===== src/rtl/tick_shift_pkg.sv =====
// Shared definitions for the tick-stepped shift register and its helpers.
// Mode encoding is shared by anything that drives or decodes the step operation.
package tick_shift_pkg;

    typedef enum logic [1:0] {
        MODE_HOLD = 2'b00,
        MODE_SHL  = 2'b01,
        MODE_SHR  = 2'b10,
        MODE_LOAD = 2'b11
    } shift_mode_t;

endpackage


===== src/rtl/tick_gen.sv =====
// Free-running clock divider: one-cycle registered pulse every CLK_HZ/TICK_HZ cycles.
// Reset discards any partial count, so the first pulse lands a full period after release.
module tick_gen #(
    parameter int unsigned CLK_HZ  = 100_000_000,
    parameter int unsigned TICK_HZ = 1
) (
    input  logic clk,
    input  logic rst,
    output logic tick
);

    localparam int unsigned DIV   = CLK_HZ / TICK_HZ;
    localparam int unsigned CNT_W = (DIV < 2) ? 1 : $clog2(DIV);
    localparam logic [CNT_W-1:0] LAST = CNT_W'(DIV - 1);

    if (DIV < 2) begin : g_bad_div
        $error("tick_gen: CLK_HZ / TICK_HZ must be at least 2");
    end

    logic [CNT_W-1:0] r_cnt;
    logic             r_tick;

    always_ff @(posedge clk) begin
        if (rst) begin
            r_cnt  <= '0;
            r_tick <= 1'b0;
        end else if (r_cnt == LAST) begin
            r_cnt  <= '0;
            r_tick <= 1'b1;
        end else begin
            r_cnt  <= r_cnt + 1'b1;
            r_tick <= 1'b0;
        end
    end

    assign tick = r_tick;

endmodule


===== src/rtl/tick_shift_reg.sv =====
// Shift register stepped by a slow divider tick (when enabled) or a single-step request.
// Each step applies hold / shift-left / shift-right / parallel-load, optionally rotating.
module tick_shift_reg
    import tick_shift_pkg::*;
#(
    parameter int unsigned CLK_HZ  = 100_000_000,
    parameter int unsigned TICK_HZ = 1,
    parameter int unsigned WIDTH   = 8
) (
    input  logic             clk,
    input  logic             rst,
    input  logic             en,
    input  logic             step,
    input  logic [1:0]       mode,
    input  logic             rot,
    input  logic             sin,
    input  logic [WIDTH-1:0] pload,
    output logic [WIDTH-1:0] q,
    output logic             sout,
    output logic             tick
);

    if (WIDTH < 2) begin : g_bad_width
        $error("tick_shift_reg: WIDTH must be at least 2");
    end

    logic             w_tick;
    logic             w_fire;
    shift_mode_t      w_mode;
    logic             w_in_l;
    logic             w_in_r;
    logic [WIDTH-1:0] r_q;
    logic             r_sout;

    tick_gen #(
        .CLK_HZ  (CLK_HZ),
        .TICK_HZ (TICK_HZ)
    ) u_tick_gen (
        .clk  (clk),
        .rst  (rst),
        .tick (w_tick)
    );

    // A tick and a manual step landing together still produce a single step.
    assign w_fire = (w_tick & en) | step;
    assign w_mode = shift_mode_t'(mode);
    assign w_in_l = rot ? r_q[WIDTH-1] : sin;
    assign w_in_r = rot ? r_q[0]       : sin;

    always_ff @(posedge clk) begin
        if (rst) begin
            r_q    <= '0;
            r_sout <= 1'b0;
        end else if (w_fire) begin
            case (w_mode)
                MODE_HOLD: begin
                    r_q    <= r_q;
                    r_sout <= r_sout;
                end
                MODE_SHL: begin
                    r_q    <= {r_q[WIDTH-2:0], w_in_l};
                    r_sout <= r_q[WIDTH-1];
                end
                MODE_SHR: begin
                    r_q    <= {w_in_r, r_q[WIDTH-1:1]};
                    r_sout <= r_q[0];
                end
                MODE_LOAD: begin
                    r_q    <= pload;
                    r_sout <= r_sout;
                end
                default: begin
                    r_q    <= r_q;
                    r_sout <= r_sout;
                end
            endcase
        end
    end

    assign q    = r_q;
    assign sout = r_sout;
    assign tick = w_tick;

endmodule


===== config.mk =====
export PLATFORM = sky130hd
export DESIGN_NAME = tick_shift_reg
export DESIGN_NICKNAME = d
export VERILOG_FILES = /design/src/rtl/tick_shift_pkg.sv /design/src/rtl/tick_gen.sv /design/src/rtl/tick_shift_reg.sv
export SDC_FILE = /design/constraint.sdc
export NUM_CORES = 1
export LEC_CHECK = 0
export BUFFER_PORTS_ARGS = -buffer_cell sky130_fd_sc_hd__buf_2
export CORE_MARGIN = 3
export CORE_UTILIZATION = 56
export DETAILED_ROUTE_END_ITERATION = 16
export PLACE_DENSITY = 0.8
export SYNTH_ARGS = -nofsm -noshare
export SYNTH_HDL_FRONTEND = slang
export SYNTH_SLANG_ARGS = --single-unit

===== constraint.sdc =====
create_clock -name clk -period 2.2 [get_ports clk]
set_input_delay 0.33 -clock clk [delete_from_list [all_inputs] [get_ports clk]]
set_output_delay 0.33 -clock clk [all_outputs]
set_load 0.005 [all_outputs]

==> flow_metrics.py, run 1 <==
metrics = {
    "sta": {
        "timing.final.crit_share": 0.796,
        "setup-tns-final_ps": 0,
        "relSlewSlack": 0.649,
        "grt_setup_unrepaired": "false",
        "hold_slack_ps": 288,
        "min_period_ps": 1750,
        "worst_slew_pin_slew_ps": 522,
        "fmax_mhz": 571,
        "finalHoldViolCount": 0,
        "drv_slew": 0,
        "fin_skew_ps": 10.0,
        "finalSetupViolations": 0,
    },
    "detailed_routing": {
        "drt_iter0_drc": 109,
        "route.detailed.drc": 0,
        "vias": 1605,
        "dr.pass1.iters": 4,
        "routed_via_density": 5.75,
        "routed_wl_mm": 3.85,
        "postRouteAntennaNets": 0,
        "wl_per_cell_um": 13.8,
    },
    "cts": {
        "clk_pin_slew_ps": 110,
        "clockRootBuffer": "clkbuf_4",
        "cts_tree": "built",
        "cts_made_buffers": 5,
        "worstSkewPairLatency_ps": 360,
        "ctsResizeCount": 0,
        "hold_buffers": 0,
        "cts_buffer_depth": 2,
        "post-cts-setup-buffer-count": 0,
        "cts.sinks": 37,
        "h-tree-depth": 2,
    },
    "logic_synthesis": {
        "ys_seq_area_frac": 0.415,
        "syn-num-nets": 229,
        "synth_area_um2": 1780,
        "avgSynthCellArea_um2": 8.53,
        "synth_cell_types": 36,
        "postSynthCellCount": 209,
        "ys_ff_latch": 37,
        "ys_warn_count": 0,
    },
    "floorplanning": {
        "die-area_um2": 3900,
        "num_io_pins": 26,
        "die_w_um": 62.4,
        "fp.dieH_um": 62.4,
        "core_area_um2": 2900,
        "start_util": 0.615,
        "rows": 19,
    },
    "placed_design": {
        "routabilityCongestion": 0.817,
        "dp_hpwl_mm": 2.80,
        "io_buffers": 25,
    },
    "finish": {
        "n_antenna_cell": 0,
        "layout.nets": 256,
        "final_cell_mix": "nor2_1 (37), dfxtp_1 (37), buf_2 (25), nand2_1 (17), nand3_1 (12)",
        "drive_above_1_share": 0.181,
        "area_growth_pct": 13.8,
        "num-fill-cells": 240,
    },
    "worst_setup_path": {
        "cpMaxStageDelayCell": "or4b_4",
        "critPathMaxStageDelay_ps": 550,
        "critical_path_buf_inv_count": 1,
        "path_cells": "or4b_4 > nor3_4 > a21o_1 > buf_4 > nor2_1",
        "critPathRequiredTime_ps": 2450,
        "crit_path_start": "u_tick_gen.r_cnt[8]$_SDFF_PP0_",
        "r2r_slack_ps": 450,
        "crit_path_end_kind": "flop",
        "arrival_ps": 2000,
        "critPathMaxFanout": 18,
        "path_class": "flop to flop",
        "r2r-start": "u_tick_gen.r_cnt[8]$_SDFF_PP0_",
        "cp_top_family": "simple AND/OR/NAND/NOR gates",
        "cp-start-kind": "flop",
    },
    "grt": {
        "first_global_vias": 1550,
        "grt_max_degree": 21,
        "antenna_found_initial": 0,
        "grtUsageTotal": 0.214,
        "grt_overflow": 0,
        "grt_pass1_wl_mm": 6.90,
    },
    "power": {
        "p_per_area_nw_per_um2": 655,
        "comb_power_share": 0.091,
        "p_int_mw": 0.993,
        "p_clk_frac": 0.364,
        "sequentialPowerShare": 0.545,
        "p_sw_frac": 0.252,
        "p_leak_nw": 0.773,
        "vdd_drop_max_mv": 0.445,
        "switchingPower_mw": 0.335,
    },
    "min_path": {
        "hold_start": "step",
        "min_path_type": "input port to flop",
    },
    "flow_run": {
        "drv_cap": 0,
    },
    "status": {
        "outcome": "finished, final reports clean",
    },
}
==> cell type report <==
class	instances	area [µm²]	area share
repair buffers	29	155	0.0764
well taps	42	52.6	0.0259
clock inverters	3	46.3	0.0228
clock buffers	5	37.5	0.0185
multi-input cells	159	982	0.484
inverters	4	15.0	0.00740
flip-flops and latches	37	741	0.365
==> logic make-up (layout without fill, tap and decap cells) <==
family          after synthesis  count (layout)  share of synthesized area
mux                           3               3                     0.0175
fa+ha+maj                     4               4                     0.0281
simple gates                104             104                      0.296
buf+inv                      13              41                     0.0337
xor+xnor                     19              19                     0.0933
flops                        37              37                      0.415
compound gates               29              29                      0.116
==> path summary, 6_finish.rpt <==
path                                     end  cells after the start
min                        sout$_SDFFE_PP0P_                      3
max reg2reg  u_tick_gen.r_cnt[11]$_SDFF_PP0_                      5
min reg2reg   u_tick_gen.r_cnt[0]$_SDFF_PP0_                      1
max          u_tick_gen.r_cnt[11]$_SDFF_PP0_                      5
==> state kept, by name, summed over array words and instances, names as in the netlist <==
| name | flops |
|---|---|
| u_tick_gen.r_cnt | 27 |
| u_tick_gen.tick | 1 |
| q | 8 |
| sout | 1 |
==> Yosys cell counts, drive strengths merged <==
cell    count  area share
a211oi      1      0.0042
ha          4       0.028
nand3b      2      0.0084
a31oi       2      0.0070
inv         4      0.0084
and4        3       0.015
a21oi       7       0.020
nor2b       1      0.0035
mux2        1      0.0063
a221oi      1      0.0049
xor2       11       0.054
nand3      12       0.034
buf         2       0.011
a22oi       7       0.029
mux2i       2       0.011
and3        4       0.014
or2         2      0.0070
or3         2      0.0070
nor2       37       0.078
or4b        1      0.0077
nor4b       1      0.0049
nor3        8       0.029
nor4        1      0.0035
clkbuf      7       0.015
nand2      17       0.036
o21ai       1      0.0028
dfxtp      37        0.42
nor3b       1      0.0042
a21o        2      0.0084
a311oi      8       0.039
xnor2       8       0.039
or3b        2      0.0098
nand4      10       0.035
==> power groups by stage <==
stage / clock network [mW] / registers, mW / logic (mW)
finish: 0.484 / 0.724 / 0.120
global placement: 0 / 0.736 / 0.115
CTS: 0.493 / 0.724 / 0.120
floorplan: 0 / 0.733 / 0.0775
global route: 0.523 / 0.730 / 0.135
detailed placement: 0 / 0.738 / 0.120
==> worst reg2reg max path, stage by stage (launching register included) <==
cell and delay (ps):
dfxtp_1 390, or4b_4 550, nor3_4 270, a21o_1 160, buf_4 210, nor2_1 80
==> per-layer routing <==
layer | wire (µm) | vias to the layer above | GRT usage
li1 | - | 797 | -
met1 | 1660 | 740 | 0.256
met2 | 1890 | 61 | 0.366
met3 | 239 | 7 | 0.0576
met4 | 61 | 0 | 0.0744
met5 | 0 | - | 0
==> through the flow <==
step / instance area [µm²] / cells / utilization / worst slack [ps] / total power [mW]
finish: 2030 / 279 / 0.700 / 449 / 1.33
global route: 2030 / 279 / 0.700 / 175 / 1.39
CTS: 2030 / 279 / 0.700 / 450 / 1.34
detailed placement: 1950 / 271 / 0.671 / 464 / 0.858
global placement: 1950 / 271 / 0.671 / 529 / 0.851
floorplan: 1780 / 209 / - / 563 / 0.810
No activity file was read; power rests on OpenSTA's default activity.
==> run 2, diff against run 1 <==
--- a/config.mk
+++ b/config.mk
@@ -5,11 +5,12 @@
 export SDC_FILE = /design/constraint.sdc
 export NUM_CORES = 1
 export LEC_CHECK = 0
+export ABC_AREA = 1
 export BUFFER_PORTS_ARGS = -buffer_cell sky130_fd_sc_hd__buf_2
 export CORE_MARGIN = 3
-export CORE_UTILIZATION = 56
+export CORE_UTILIZATION = 57
 export DETAILED_ROUTE_END_ITERATION = 16
-export PLACE_DENSITY = 0.8
+export PLACE_DENSITY = 0.81
 export SYNTH_ARGS = -nofsm -noshare
 export SYNTH_HDL_FRONTEND = slang
 export SYNTH_SLANG_ARGS = --single-unit
==> constraint.sdc (replaced) <==
create_clock -name clk -period 1.8 [get_ports clk]
set_input_delay 0.27 -clock clk [delete_from_list [all_inputs] [get_ports clk]]
set_output_delay 0.27 -clock clk [all_outputs]
set_load 0.005 [all_outputs]
==> flow_metrics.py, run 2 <==
metrics = {
    "finish": {
        "largest_reg_flops": 27,
        "drive_above_1_share": 0.130,
        "regMostFlops": "u_tick_gen.r_cnt",
        "final_common_cell": "nand2_1",
        "n_antenna_cell": 0,
        "layout.nets": 344,
        "area_growth_pct": 12.3,
        "final_cell_mix": "nand2_1 (82), nor2_1 (58), dfxtp_1 (37), a21oi_1 (28), buf_2 (25)",
    },
    "floorplanning": {
        "num_io_pins": 26,
        "fp.dieH_um": 64.6,
        "die-area_um2": 4170,
        "die_w_um": 64.6,
        "start_util": 0.621,
        "rows": 20,
        "core_area_um2": 3150,
    },
    "detailed_routing": {
        "wl_per_cell_um": 11.3,
        "route.detailed.drc": 0,
        "routed_wl_mm": 4.18,
        "drt_iter0_drc": 189,
        "postRouteAntennaNets": 0,
        "routed_via_density": 5.20,
        "dr.pass1.iters": 4,
        "vias": 1912,
    },
    "sta": {
        "min_period_ps": 1610,
        "setup-tns-final_ps": 0,
        "finalHoldViolCount": 0,
        "finalSetupViolations": 0,
        "relSlewSlack": 0.759,
        "fmax_mhz": 621,
        "hold_slack_ps": 117,
        "timing.final.crit_share": 0.894,
        "worst_slew_pin_slew_ps": 360,
        "drv_slew": 0,
        "grt_setup_unrepaired": "false",
        "fin_skew_ps": 12.0,
    },
    "logic_synthesis": {
        "yosys.area.top_type": "dfxtp_1",
        "ys_warn_count": 0,
        "synth_common_cells": "nand2_1 (82), nor2_1 (58), dfxtp_1 (37)",
        "avgSynthCellArea_um2": 6.66,
        "ys_top_cells_by_area": "dfxtp_1 (38%), nand2_1 (16%), nor2_1 (11%)",
        "postSynthCellCount": 294,
        "ys_seq_area_frac": 0.379,
        "ys.flop_type": "dfxtp_1",
        "synth_area_um2": 1960,
        "syn-num-nets": 314,
        "synth_top_area_frac": 0.379,
        "yosysMostFrequentCell": "nand2_1",
        "synth_cell_types": 25,
        "synth-edff-count": 0,
        "ys_async_sr_fraction": 0,
        "ys_ff_latch": 37,
    },
    "power": {
        "p_leak_nw": 0.777,
        "vdd_drop_max_mv": 0.574,
        "p_per_area_nw_per_um2": 701,
    },
    "cts": {
        "clk_pin_slew_ps": 110,
        "post-cts-setup-buffer-count": 0,
        "cts_buffer_depth": 2,
        "hold_buffers": 0,
        "cts.sinks": 37,
        "worstSkewPairLatency_ps": 350,
        "h-tree-depth": 2,
        "clockRootBuffer": "clkbuf_4",
        "cts_made_buffers": 5,
        "ctsResizeCount": 0,
        "cts_tree": "built",
    },
    "worst_setup_path": {
        "path_class": "flop to flop",
        "critPathMaxFanout": 27,
        "critPathRequiredTime_ps": 2030,
        "cp-start-kind": "flop",
        "crit_path_end_kind": "flop",
        "reg2reg_depth": 8,
        "arrival_ps": 1840,
    },
    "status": {
        "outcome": "finished, final reports clean",
    },
    "grt": {
        "grt_pass1_wl_mm": 7.58,
        "grt_overflow": 0,
        "grtUsageTotal": 0.226,
        "antenna_found_initial": 0,
        "first_global_vias": 1793,
        "grt_max_degree": 28,
    },
    "placed_design": {
        "io_buffers": 25,
        "dp_hpwl_mm": 3.13,
        "routabilityCongestion": 0.872,
    },
    "min_path": {
        "min_path_type": "input port to flop",
        "hold_depth": 2,
    },
    "flow_run": {
        "drv_cap": 0,
    },
}
## run 2: changes by cell type in the layout (fill, tap and decap cells not counted), sizes merged, moves of 4 or more
cell    before  now
inv          4   22
nor3         8    0
nand4       10    1
and3         4    0
a21oi        7   28
a22oi        7    1
a311oi       8    0
nand2       17   84
o21ai        1   10
nor2        37   62
xor2        11    5
a22o         0    6
## run 2: path summary, 6_finish.rpt
path                                  startpoint                         endpoint  slack [ps]
setup reg to reg  u_tick_gen.r_cnt[0]$_SDFF_PP0_  u_tick_gen.r_cnt[16]$_SDFF_PP0_         190
hold / removal                               rst       u_tick_gen.tick$_SDFF_PP0_         120
setup / recovery  u_tick_gen.r_cnt[0]$_SDFF_PP0_  u_tick_gen.r_cnt[16]$_SDFF_PP0_         190
hold reg to reg   u_tick_gen.r_cnt[0]$_SDFF_PP0_   u_tick_gen.r_cnt[0]$_SDFF_PP0_         470
## run 2: final cells by class
cell class              instances  area, µm²
clock buffers                   5       37.5
clock inverters                 2       35.0
fillers                       290        955
inverters                      23       86.3
multi-input cells             229       1100
flip-flops and latches         37        741
well taps                      44       55.1
repair buffers                 28        148
## run 2: where the power goes
| group | internal [mW] | switching [mW] | total [mW] |
|---|---|---|---|
| Clock | 0.283 | 0.271 | 0.554 |
| Sequential | 0.840 | 0.0201 | 0.860 |
| Combinational | 0.0591 | 0.0687 | 0.128 |
| Total | 1.18 | 0.360 | 1.54 |
## run 2: routing by layer
metal / up-vias / GRT usage / share of wire
met5: - / 0 / 0
met4: 0 / 0.0792 / 0.012
met1: 842 / 0.307 / 0.47
met2: 59 / 0.360 / 0.46
met3: 5 / 0.0416 / 0.057
li1: 1006 / - / -
## run 2: logic make-up (layout without fill, tap and decap cells)
family,Yosys count,in the layout,share of synthesized area
buf+inv,28,58,0.0614
flops,37,37,0.379
xor+xnor,10,10,0.0448
fa+ha+maj,4,4,0.0256
compound gates,48,48,0.138
simple gates,167,167,0.352
## run 2: stage by stage
stage	instances	total power, mW	worst slack [ps]	cell area (µm²)	utilization
after floorplan	294	0.956	395	1960	-
after global placement	361	1.01	279	2130	0.674
after detailed placement	361	1.01	211	2130	0.674
after CTS	368	1.55	190	2200	0.697
after global routing	368	1.60	24.3	2200	0.697
final	368	1.54	191	2200	0.697
## run 2: critical path, stage by stage (launching register included)
cell and delay, ps:
dfxtp_1 380, ha_1 210, nand2_1 70, nor2_2 110
nand2_2 120, nor2_1 120, nand2_1 110, nand2_4 270
nor2_1 80
==> run 3, diff against run 2 <==
--- a/config.mk
+++ b/config.mk
@@ -10,7 +10,7 @@
 export CORE_MARGIN = 3
 export CORE_UTILIZATION = 57
 export DETAILED_ROUTE_END_ITERATION = 16
-export PLACE_DENSITY = 0.81
+export PLACE_DENSITY = 0.76
 export SYNTH_ARGS = -nofsm -noshare
 export SYNTH_HDL_FRONTEND = slang
 export SYNTH_SLANG_ARGS = --single-unit
==> flow_metrics.py, run 3 (same netlist as run 2, synthesis figures left out) <==
metrics = {
    "finish": {
        "n_antenna_cell": 0,
        "final_common_cell": "nand2_1",
        "layout.nets": 345,
        "final_cell_mix": "nand2_1 (82), nor2_1 (58), dfxtp_1 (37), a21oi_1 (28), buf_2 (25)",
        "drive_above_1_share": 0.135,
        "largest_reg_flops": 27,
        "fin_util": 0.697,
        "fin_area_um2": 2200,
        "area_growth_pct": 12.3,
        "regMostFlops": "u_tick_gen.r_cnt",
    },
    "cts": {
        "clockRootBuffer": "clkbuf_4",
        "worstSkewPairLatency_ps": 340,
        "cts_tree": "built",
        "hold_buffers": 0,
        "cts_buffer_depth": 2,
        "h-tree-depth": 2,
        "clk_pin_slew_ps": 120,
        "cts.sinks": 37,
        "cts_made_buffers": 5,
    },
    "worst_setup_path": {
        "cp_top_family": "simple AND/OR/NAND/NOR gates",
        "cp-start-kind": "flop",
        "crit_path_frequent_cell": "nand2_1",
        "path_class": "flop to flop",
        "cpMaxStageDelayCell": "dfxtp_1",
        "critPathRequiredTime_ps": 2030,
        "crit_path_end_kind": "flop",
        "critical_path_buf_inv_count": 0,
        "critPathMaxFanout": 27,
        "path_cells": "ha_1 > nand2_1 > nor2_2 > nand2_2 > nor2_1 > nand2_1 > nand2_8 > a21oi_1",
        "arrival_ps": 1810,
        "r2r_slack_ps": 210,
        "critPathMaxStageDelay_ps": 390,
    },
    "detailed_routing": {
        "drt_iter0_drc": 156,
        "routed_via_density": 5.00,
        "routed_wl_mm": 4.17,
        "vias": 1850,
        "postRouteAntennaNets": 0,
        "dr.pass1.iters": 4,
        "wl_per_cell_um": 11.3,
        "route.detailed.drc": 0,
    },
    "sta": {
        "fmax_mhz": 630,
        "setup_ws_ps": 214,
        "timing.final.crit_share": 0.881,
        "setup-tns-final_ps": 0,
        "drv_slew": 0,
        "relSlewSlack": 0.692,
        "finalSetupViolations": 0,
        "grt_setup_unrepaired": "false",
        "finalHoldViolCount": 0,
        "worst_slew_pin_slew_ps": 461,
        "fin_skew_ps": 14.9,
        "min_period_ps": 1590,
    },
    "placed_design": {
        "dp_hpwl_mm": 3.17,
        "placed_cell_area_um2": 2130,
        "routabilityCongestion": 0.905,
        "io_buffers": 25,
        "dp_slack_ps": 217,
    },
    "floorplanning": {
        "start_util": 0.621,
        "num_io_pins": 26,
        "die_w_um": 64.6,
        "fp.dieH_um": 64.6,
        "rows": 20,
        "die-area_um2": 4170,
        "core_area_um2": 3150,
    },
    "power": {
        "p_leak_nw": 0.775,
        "vdd_drop_max_mv": 0.652,
        "p_per_area_nw_per_um2": 644,
    },
    "grt": {
        "grtUsageTotal": 0.211,
        "grt_overflow": 0,
        "antenna_found_initial": 0,
        "grt_max_degree": 28,
        "grt_pass1_wl_mm": 6.99,
        "first_global_vias": 1563,
    },
    "flow_run": {
        "drv_cap": 0,
    },
    "min_path": {
        "min_path_type": "input port to flop",
    },
    "status": {
        "outcome": "finished, final reports clean",
    },
}
run 3: cell types whose count changed in the layout (fill, tap and decap cells not counted), sizes merged:
cell | previous run | this run
buf | 28 | 29
clkinvlp | 0 | 1
clkinv | 2 | 3
bufinv | 1 | 0
run 3: layer usage:
metal / GRT usage / wire, µm / vias to the layer above
met2: 0.295 / 1770 / 31
met1: 0.319 / 2160 / 812
met3: 0.0572 / 195 / 6
li1: - / - / 1001
met4: 0.0501 / 44 / 0
met5: 0 / 0 / -
run 3: layout make-up:
type,count,area [µm²]
flip-flops and latches,37,741
multi-input cells,229,1100
well taps,44,55.1
fillers,301,956
clock buffers,5,37.5
clock inverters,3,17.5
repair buffers,29,155
inverters,23,86.3
run 3: per-stage QoR:
step           total power [mW]  std cells  hold slack [ps]
2_1_floorplan             0.956        294              342
3_3_place_gp               1.01        362              441
3_5_place_dp               1.01        362              449
4_1_cts                    1.43        370             85.9
5_1_grt                    1.48        370             78.6
6_report                   1.41        370              103
run 3: final timing paths:
check	startpoint	end	cells after the start
worst max-delay path	u_tick_gen.r_cnt[0]$_SDFF_PP0_	u_tick_gen.r_cnt[24]$_SDFF_PP0_	8
worst min-delay path	rst	u_tick_gen.tick$_SDFF_PP0_	2
worst max register to register	u_tick_gen.r_cnt[0]$_SDFF_PP0_	u_tick_gen.r_cnt[24]$_SDFF_PP0_	8
worst min register to register	u_tick_gen.r_cnt[26]$_SDFF_PP0_	u_tick_gen.r_cnt[26]$_SDFF_PP0_	2
run 3: report_power, final:
part / internal [mW] / switching, mW
Sequential: 0.840 / 0.0209
Clock: 0.147 / 0.276
Combinational: 0.0594 / 0.0707
Total: 1.05 / 0.368
run 3: repair_timing:
item | CTS | global route
endpoints found under the setup margin | 0 | 8
gates resized for setup | 0 | 1
endpoints found under the hold margin | 0 | 0
setup buffers | 0 | 0
